[src/rtl/seg7_scan_ctrl_if.sv]
// Digit write port, scan enable and multiplexed display pins of seg7_scan_ctrl.
// blink_mask exists only when SEG7_BLINK_EN is defined.
interface seg7_scan_ctrl_if #(
    parameter int unsigned NUM_DIGITS = 4
);
    logic                  enable;
    logic                  wr_en;
    logic [2:0]            wr_addr;
    logic [3:0]            wr_data;
    logic                  wr_blank;
`ifdef SEG7_BLINK_EN
    logic [NUM_DIGITS-1:0] blink_mask;
`endif
    logic [6:0]            seg_n;
    logic [NUM_DIGITS-1:0] an_n;
    logic                  frame_done;

    modport master (
`ifdef SEG7_BLINK_EN
        output blink_mask,
`endif
        output enable, wr_en, wr_addr, wr_data, wr_blank,
        input  seg_n, an_n, frame_done
    );

    modport slave (
`ifdef SEG7_BLINK_EN
        input  blink_mask,
`endif
        input  enable, wr_en, wr_addr, wr_data, wr_blank,
        output seg_n, an_n, frame_done
    );
endinterface

[src/rtl/seg7_scan_ctrl.sv]
// Time-multiplexed 7-segment scan controller with per-digit register file and
// a one-cycle blanking gap between digits. Optional blinking via SEG7_BLINK_EN.
module seg7_scan_ctrl #(
    parameter int unsigned NUM_DIGITS   = 4,
    parameter int unsigned SCAN_DIV     = 25000
`ifdef SEG7_BLINK_EN
    ,
    parameter int unsigned BLINK_FRAMES = 64
`endif
) (
    input logic           clk,
    input logic           reset,
    seg7_scan_ctrl_if.slave bus
);
    localparam int unsigned IDX_W = $clog2(NUM_DIGITS);
    localparam int unsigned CNT_W = $clog2(SCAN_DIV);
    localparam logic [6:0]  SEG_OFF = 7'h7F;

    typedef enum logic [1:0] {IDLE, BLANK, SHOW} state_t;

    state_t                state, state_nx;
    logic [CNT_W-1:0]      cnt, cnt_nx;
    logic [IDX_W-1:0]      idx, idx_nx;
    logic                  frame_nx;
    logic                  tick_c;
    logic                  last_c;
    logic                  blink_off_c;

    logic [3:0]            digit_val [NUM_DIGITS];
    logic [NUM_DIGITS-1:0] digit_blank;
    logic [IDX_W-1:0]      wr_idx;

    logic [6:0]            seg_q, seg_nx;
    logic [NUM_DIGITS-1:0] an_q, an_nx;
    logic                  frame_q;

    function automatic logic [6:0] seg7_decode(input logic [3:0] v);
        logic [6:0] s;
        case (v)
            4'h0:    s = 7'h40;
            4'h1:    s = 7'h79;
            4'h2:    s = 7'h24;
            4'h3:    s = 7'h30;
            4'h4:    s = 7'h19;
            4'h5:    s = 7'h12;
            4'h6:    s = 7'h02;
            4'h7:    s = 7'h78;
            4'h8:    s = 7'h00;
            4'h9:    s = 7'h10;
            4'hA:    s = 7'h08;
            4'hB:    s = 7'h03;
            4'hC:    s = 7'h46;
            4'hD:    s = 7'h21;
            4'hE:    s = 7'h06;
            default: s = 7'h0E;
        endcase
        return s;
    endfunction

    // Digit register file; out-of-range addresses are dropped.
    assign wr_idx = bus.wr_addr[IDX_W-1:0];

    always_ff @(posedge clk or negedge reset) begin
        if (!reset) begin
            for (int i = 0; i < NUM_DIGITS; i++) begin
                digit_val[i] <= 4'h0;
            end
            digit_blank <= '1;
        end else if (bus.wr_en && (32'(bus.wr_addr) < NUM_DIGITS)) begin
            digit_val[wr_idx]   <= bus.wr_data;
            digit_blank[wr_idx] <= bus.wr_blank;
        end
    end

    // Next scan position; the blanking cycle consumes count 0 of each slot.
    always_comb begin
        state_nx = state;
        cnt_nx   = cnt;
        idx_nx   = idx;
        frame_nx = 1'b0;
        tick_c   = (cnt == CNT_W'(SCAN_DIV - 1));
        last_c   = (idx == IDX_W'(NUM_DIGITS - 1));
        if (!bus.enable) begin
            state_nx = IDLE;
            cnt_nx   = '0;
            idx_nx   = '0;
        end else begin
            case (state)
                IDLE: begin
                    state_nx = BLANK;
                    cnt_nx   = '0;
                    idx_nx   = '0;
                end
                BLANK: begin
                    state_nx = SHOW;
                    cnt_nx   = cnt + 1'b1;
                end
                SHOW: begin
                    if (tick_c) begin
                        state_nx = BLANK;
                        cnt_nx   = '0;
                        idx_nx   = last_c ? '0 : idx + 1'b1;
                        frame_nx = last_c;
                    end else begin
                        cnt_nx   = cnt + 1'b1;
                    end
                end
                default: begin
                    state_nx = IDLE;
                    cnt_nx   = '0;
                    idx_nx   = '0;
                end
            endcase
        end
    end

`ifdef SEG7_BLINK_EN
    localparam int unsigned FRM_W = $clog2(BLINK_FRAMES + 1);

    logic [FRM_W-1:0] frame_cnt;
    logic             blink_phase;

    // Blink phase flips after every BLINK_FRAMES completed frames.
    always_ff @(posedge clk or negedge reset) begin
        if (!reset) begin
            frame_cnt   <= '0;
            blink_phase <= 1'b0;
        end else if (!bus.enable) begin
            frame_cnt   <= '0;
            blink_phase <= 1'b0;
        end else if (frame_nx) begin
            if (frame_cnt == FRM_W'(BLINK_FRAMES - 1)) begin
                frame_cnt   <= '0;
                blink_phase <= ~blink_phase;
            end else begin
                frame_cnt   <= frame_cnt + 1'b1;
            end
        end
    end

    assign blink_off_c = blink_phase & bus.blink_mask[idx_nx];
`else
    assign blink_off_c = 1'b0;
`endif

    // Pin values for the upcoming state, from the pre-write register file.
    always_comb begin
        seg_nx = SEG_OFF;
        an_nx  = '1;
        if (state_nx == SHOW) begin
            an_nx = ~(NUM_DIGITS'(1) << idx_nx);
            if (!digit_blank[idx_nx] && !blink_off_c) begin
                seg_nx = seg7_decode(digit_val[idx_nx]);
            end
        end
    end

    always_ff @(posedge clk or negedge reset) begin
        if (!reset) begin
            state   <= IDLE;
            cnt     <= '0;
            idx     <= '0;
            seg_q   <= SEG_OFF;
            an_q    <= '1;
            frame_q <= 1'b0;
        end else begin
            state   <= state_nx;
            cnt     <= cnt_nx;
            idx     <= idx_nx;
            seg_q   <= seg_nx;
            an_q    <= an_nx;
            frame_q <= frame_nx;
        end
    end

    assign bus.seg_n      = seg_q;
    assign bus.an_n       = an_q;
    assign bus.frame_done = frame_q;
endmodule

[src/flat_wrapper.sv]
// flat-port wrapper written by rule: the top's interface ports become plain ports
module seg7_scan_ctrl_flat 
#(
    parameter int unsigned NUM_DIGITS   = 4,
    parameter int unsigned SCAN_DIV     = 25000

)
  (clk, reset, bus_enable, bus_wr_en, bus_wr_addr, bus_wr_data, bus_wr_blank, bus_seg_n, bus_an_n, bus_frame_done);
  seg7_scan_ctrl_if #(.NUM_DIGITS(NUM_DIGITS)) bus_i ();
  input logic clk;
  input logic reset;
  input wire logic [$bits(bus_i.enable)-1:0] bus_enable;
  input wire logic [$bits(bus_i.wr_en)-1:0] bus_wr_en;
  input wire logic [$bits(bus_i.wr_addr)-1:0] bus_wr_addr;
  input wire logic [$bits(bus_i.wr_data)-1:0] bus_wr_data;
  input wire logic [$bits(bus_i.wr_blank)-1:0] bus_wr_blank;
  output wire logic [$bits(bus_i.seg_n)-1:0] bus_seg_n;
  output wire logic [$bits(bus_i.an_n)-1:0] bus_an_n;
  output wire logic [$bits(bus_i.frame_done)-1:0] bus_frame_done;
  assign bus_i.enable = bus_enable;
  assign bus_i.wr_en = bus_wr_en;
  assign bus_i.wr_addr = bus_wr_addr;
  assign bus_i.wr_data = bus_wr_data;
  assign bus_i.wr_blank = bus_wr_blank;
  assign bus_seg_n = bus_i.seg_n;
  assign bus_an_n = bus_i.an_n;
  assign bus_frame_done = bus_i.frame_done;
  seg7_scan_ctrl #(.NUM_DIGITS(NUM_DIGITS), .SCAN_DIV(SCAN_DIV)) u_core (.clk(clk), .reset(reset), .bus(bus_i));
endmodule
[config.mk]
export PLATFORM = sky130hd
export DESIGN_NAME = seg7_scan_ctrl_flat
export DESIGN_NICKNAME = d
export VERILOG_FILES = /design/src/rtl/seg7_scan_ctrl_if.sv /design/src/rtl/seg7_scan_ctrl.sv /design/src/flat_wrapper.sv
export SDC_FILE = /design/constraint.sdc
export NUM_CORES = 1
export LEC_CHECK = 0
export CORE_ASPECT_RATIO = 2
export CORE_MARGIN = 2
export CORE_UTILIZATION = 43
export DETAILED_ROUTE_END_ITERATION = 8
export GPL_TIMING_DRIVEN = 0
export SYNTH_ARGS = -nofsm -noshare
export SYNTH_HDL_FRONTEND = slang
export SYNTH_SLANG_ARGS = --single-unit
[constraint.sdc]
create_clock -name clk -period 5.96 [get_ports clk]
set_clock_uncertainty 0.15 [all_clocks]
set_input_delay 0.596 -clock clk [delete_from_list [all_inputs] [get_ports clk]]
set_output_delay 0.596 -clock clk [all_outputs]
set_load 0.02 [all_outputs]
==> metrics.txt <==
crit path kind flop to flop; Worst path slowest cell or4b_4; initial antenna violation count 0; Yosys Warn Count 0; Worst slew margin 16.31%; CTS Hold Bufs 0; total of max-cap violations 0; Tightest Hold Check Type primary input to async pin; FF-to-FF setup slack 1950 ps; asr flop ratio synth 100.0%; GPL Wtd Cong 0.7845; Least-Margin Pin Slew 1238 ps; Tmin final 4012 ps; register area share after synthesis 48.57%; io pins 24; total CTS buffers 5; Period Utilization, post-route 67.31%; fin. max-slew vios 0; internal power 680.8 µW; first-pass GRT wire length 9.294 mm; Flop pwr share 44.9%; Initial Utilization 44.40%; wire length per cell 16.29 µm; gr ovfl total 0; RSZ-0062 raised after global routing no; Port Buf Inserts 23; kind of cell adding the most delay to the critical path simple AND/OR/NAND/NOR gates; vias per cell 5.636; Netlist cell types 53; setup TNS 0 ps; Final ANT Viol Nets 0; flops & latches, synth 51; final hold viol count 0; Sw Pwr 228.8 µW; Clock Latency Late Sink 290 ps; Worst Path Buf+Inv 1; DR pass1 iterations 4; length in cells of the worst reg-to-reg path 11; Post-synth EDFFs 0; clock sinks 51; clock share of power 36.5%; DP Wirelength 4.213 mm; sw frac 25.15%; Root Driver clkbuf_16; Leak 1.338 nW; Max clock buf depth 2; FP Rows 40; crit-path max FO 10; worst endpoint required time 5990 ps; mapped cell area 0.002666 mm²; CP Capture Type flop; Area Growth Syn to Fin 18.68%; status completed; VDD IR max 0.1778 mV; Synth top area share 33.79%; routed wire length 5.376 mm; layout cells sized above 1 24.72%; top cells by area, synth dfrtp_1 34%, dfstp_2 15%, mux2_2 9.7%; Worst Path Arrival 4040 ps; filler cell count 560; Mean Syn Cell Area 11.35 µm²; Synth Flop Type dfrtp_1; RR Endpoint u_core.bus.seg_n[0]; vias in the first global route 2001; die area 0.006885 mm²; DR iter-0 viols 65; FMAX 249.3 MHz; Post-CTS Setup Bufs 0; Yosys top cell by area dfrtp_1; # nets final 290; core box area 0.006006 mm²; diode count 0; via count 1860; critical path, cell by cell or4b_4 -> nor4_1 -> nand3_1 -> a21oi_4 -> nor2_1 -> a221oi_2 -> inv_1 -> ha_1 -> nor4_1 -> a21o_1 -> o21ai_1; FF-to-FF Start u_core.cnt[10]; max incr delay on CP 580 ps; clk slew on worst S/H paths 70 ps; chip height 115.4 µm; H-tree levels 2; syn_nets 259; CP Launch Type flop; crit-path most repeated cell nor4_1; largest net degree at the start of global routing 28; Die X-Extent 59.68 µm; Cells after Synth 235; PwrDens 287.4 mW/mm²; DRC 0; CTS resizes 0; # setup viols final 0; combinational fraction of design power 18.5%; CTS tree done; smallest hold slack 143.2 ps; total track usage 17.82%
-- state kept, by name (all words and copies together), names as in the netlist --
register and flops:
u_core.bus.an_n 4, u_core.digit_blank 4, u_core.bus.frame_done 1, u_core.bus.seg_n 7
u_core.state 2, u_core.digit_val 16, u_core.cnt 15, u_core.idx 2
-- per-stage QoR --
step | utilization, % | total power [mW] | area, µm² | setup WS [ps] | std cells
2_1_floorplan | - | 0.5317 | 2666 | 2499 | 235
3_3_place_gp | 49.54 | 0.5820 | 2975 | 1928 | 321
3_5_place_dp | 49.79 | 0.5859 | 2990 | 1921 | 322
4_1_cts | 52.69 | 0.9235 | 3164 | 1929 | 330
5_1_grt | 52.69 | 0.9547 | 3164 | 1666 | 330
6_report | 52.69 | 0.9095 | 3164 | 1948 | 330
-- power by group through the flow --
stage                     clock network [mW]  registers, mW  logic, mW
after global placement                     0          0.414      0.168
after global routing                   0.353          0.413      0.189
after detailed placement                   0          0.415      0.171
after floorplan                            0          0.415      0.117
final                                  0.332          0.409      0.169
after CTS                              0.343          0.409      0.172
-- worst max path at each step --
stage                    from             endpoint  cells after the start  slack, ps
6_report       u_core.cnt[10]  u_core.bus.seg_n[0]                     11       1950
5_1_grt        u_core.cnt[10]  u_core.bus.seg_n[3]                     11       1670
4_1_cts        u_core.cnt[10]  u_core.bus.seg_n[0]                     11       1930
3_5_place_dp   u_core.cnt[10]  u_core.bus.seg_n[0]                     11       1920
3_3_place_gp   u_core.cnt[10]  u_core.bus.seg_n[0]                     11       1930
2_1_floorplan  u_core.cnt[10]  u_core.bus.seg_n[0]                     10       2500
-- cells in the final DEF (no fill, tap or decap), types with 2 or more instances in the layout --
cell              n
and3_2            2
clkbuf_16         5
xor2_1            9
o211ai_1          2
o21ai_0           6
nand2_1          15
and2_1            2
nand4_1           3
nor2_1           29
clkdlybuf4s50_1  22
mux2i_4           3
mux2i_1           5
o221ai_1          3
a21oi_1           5
dfrtp_1          36
nor3_1            2
ha_1             12
dfstp_2          15
nor4bb_1          2
nor4_1            2
mux2_2           23
xnor2_1           4
o21ai_1           2
nand3_1          11
inv_1            12
-- routing by layer --
| layer | global-route usage, % | part of all wire (%) |
|---|---|---|
| met1 | 17.40 | 35 |
| met2 | 34.35 | 60 |
| met3 | 2.700 | 1.7 |
| met4 | 8.148 | 2.9 |
| met5 | 0 | 0 |
-- logic make-up (layout without fill, tap and decap cells) --
group                      Yosys count  after routing  synth area share (%)
and+or+nand+nor                     82             82                 16.05
adders and majority gates           12             12                 5.631
buffers and inverters               14             46                 2.112
muxes                               32             32                 14.69
DFF                                 51             51                 48.57
xor gates and xnor gates            13             13                 4.270
AOI/OAI and AO/OA                   31             31                 8.682
-- synthesized netlist by cell type (2+ instances only) --
library cell,number
nor4bb_1,2
xnor2_1,4
o221ai_1,3
inv_1,12
and2_1,2
ha_1,12
xor2_1,9
mux2i_1,5
nand4_1,3
o211ai_1,2
dfstp_2,15
nor2_1,29
and3_2,2
mux2i_4,3
o21ai_1,2
mux2_2,23
nor4_1,2
nand2_1,15
nand3_1,11
o21ai_0,6
nor3_1,2
a21oi_1,5
dfrtp_1,36
-- area by class of cell --
type	count	area [µm²]	share of cell area, %
plain buffers	2	11.26	0.3559
clock buffers	6	138.9	4.389
clock inverters	2	35.03	1.107
inverters	12	45.04	1.423
multi-input cells	170	1315	41.56
flip-flops and latches	51	1295	40.93
well taps	63	78.83	2.491
repair buffers	24	245.2	7.750
Power figures use the tool's default switching activity.
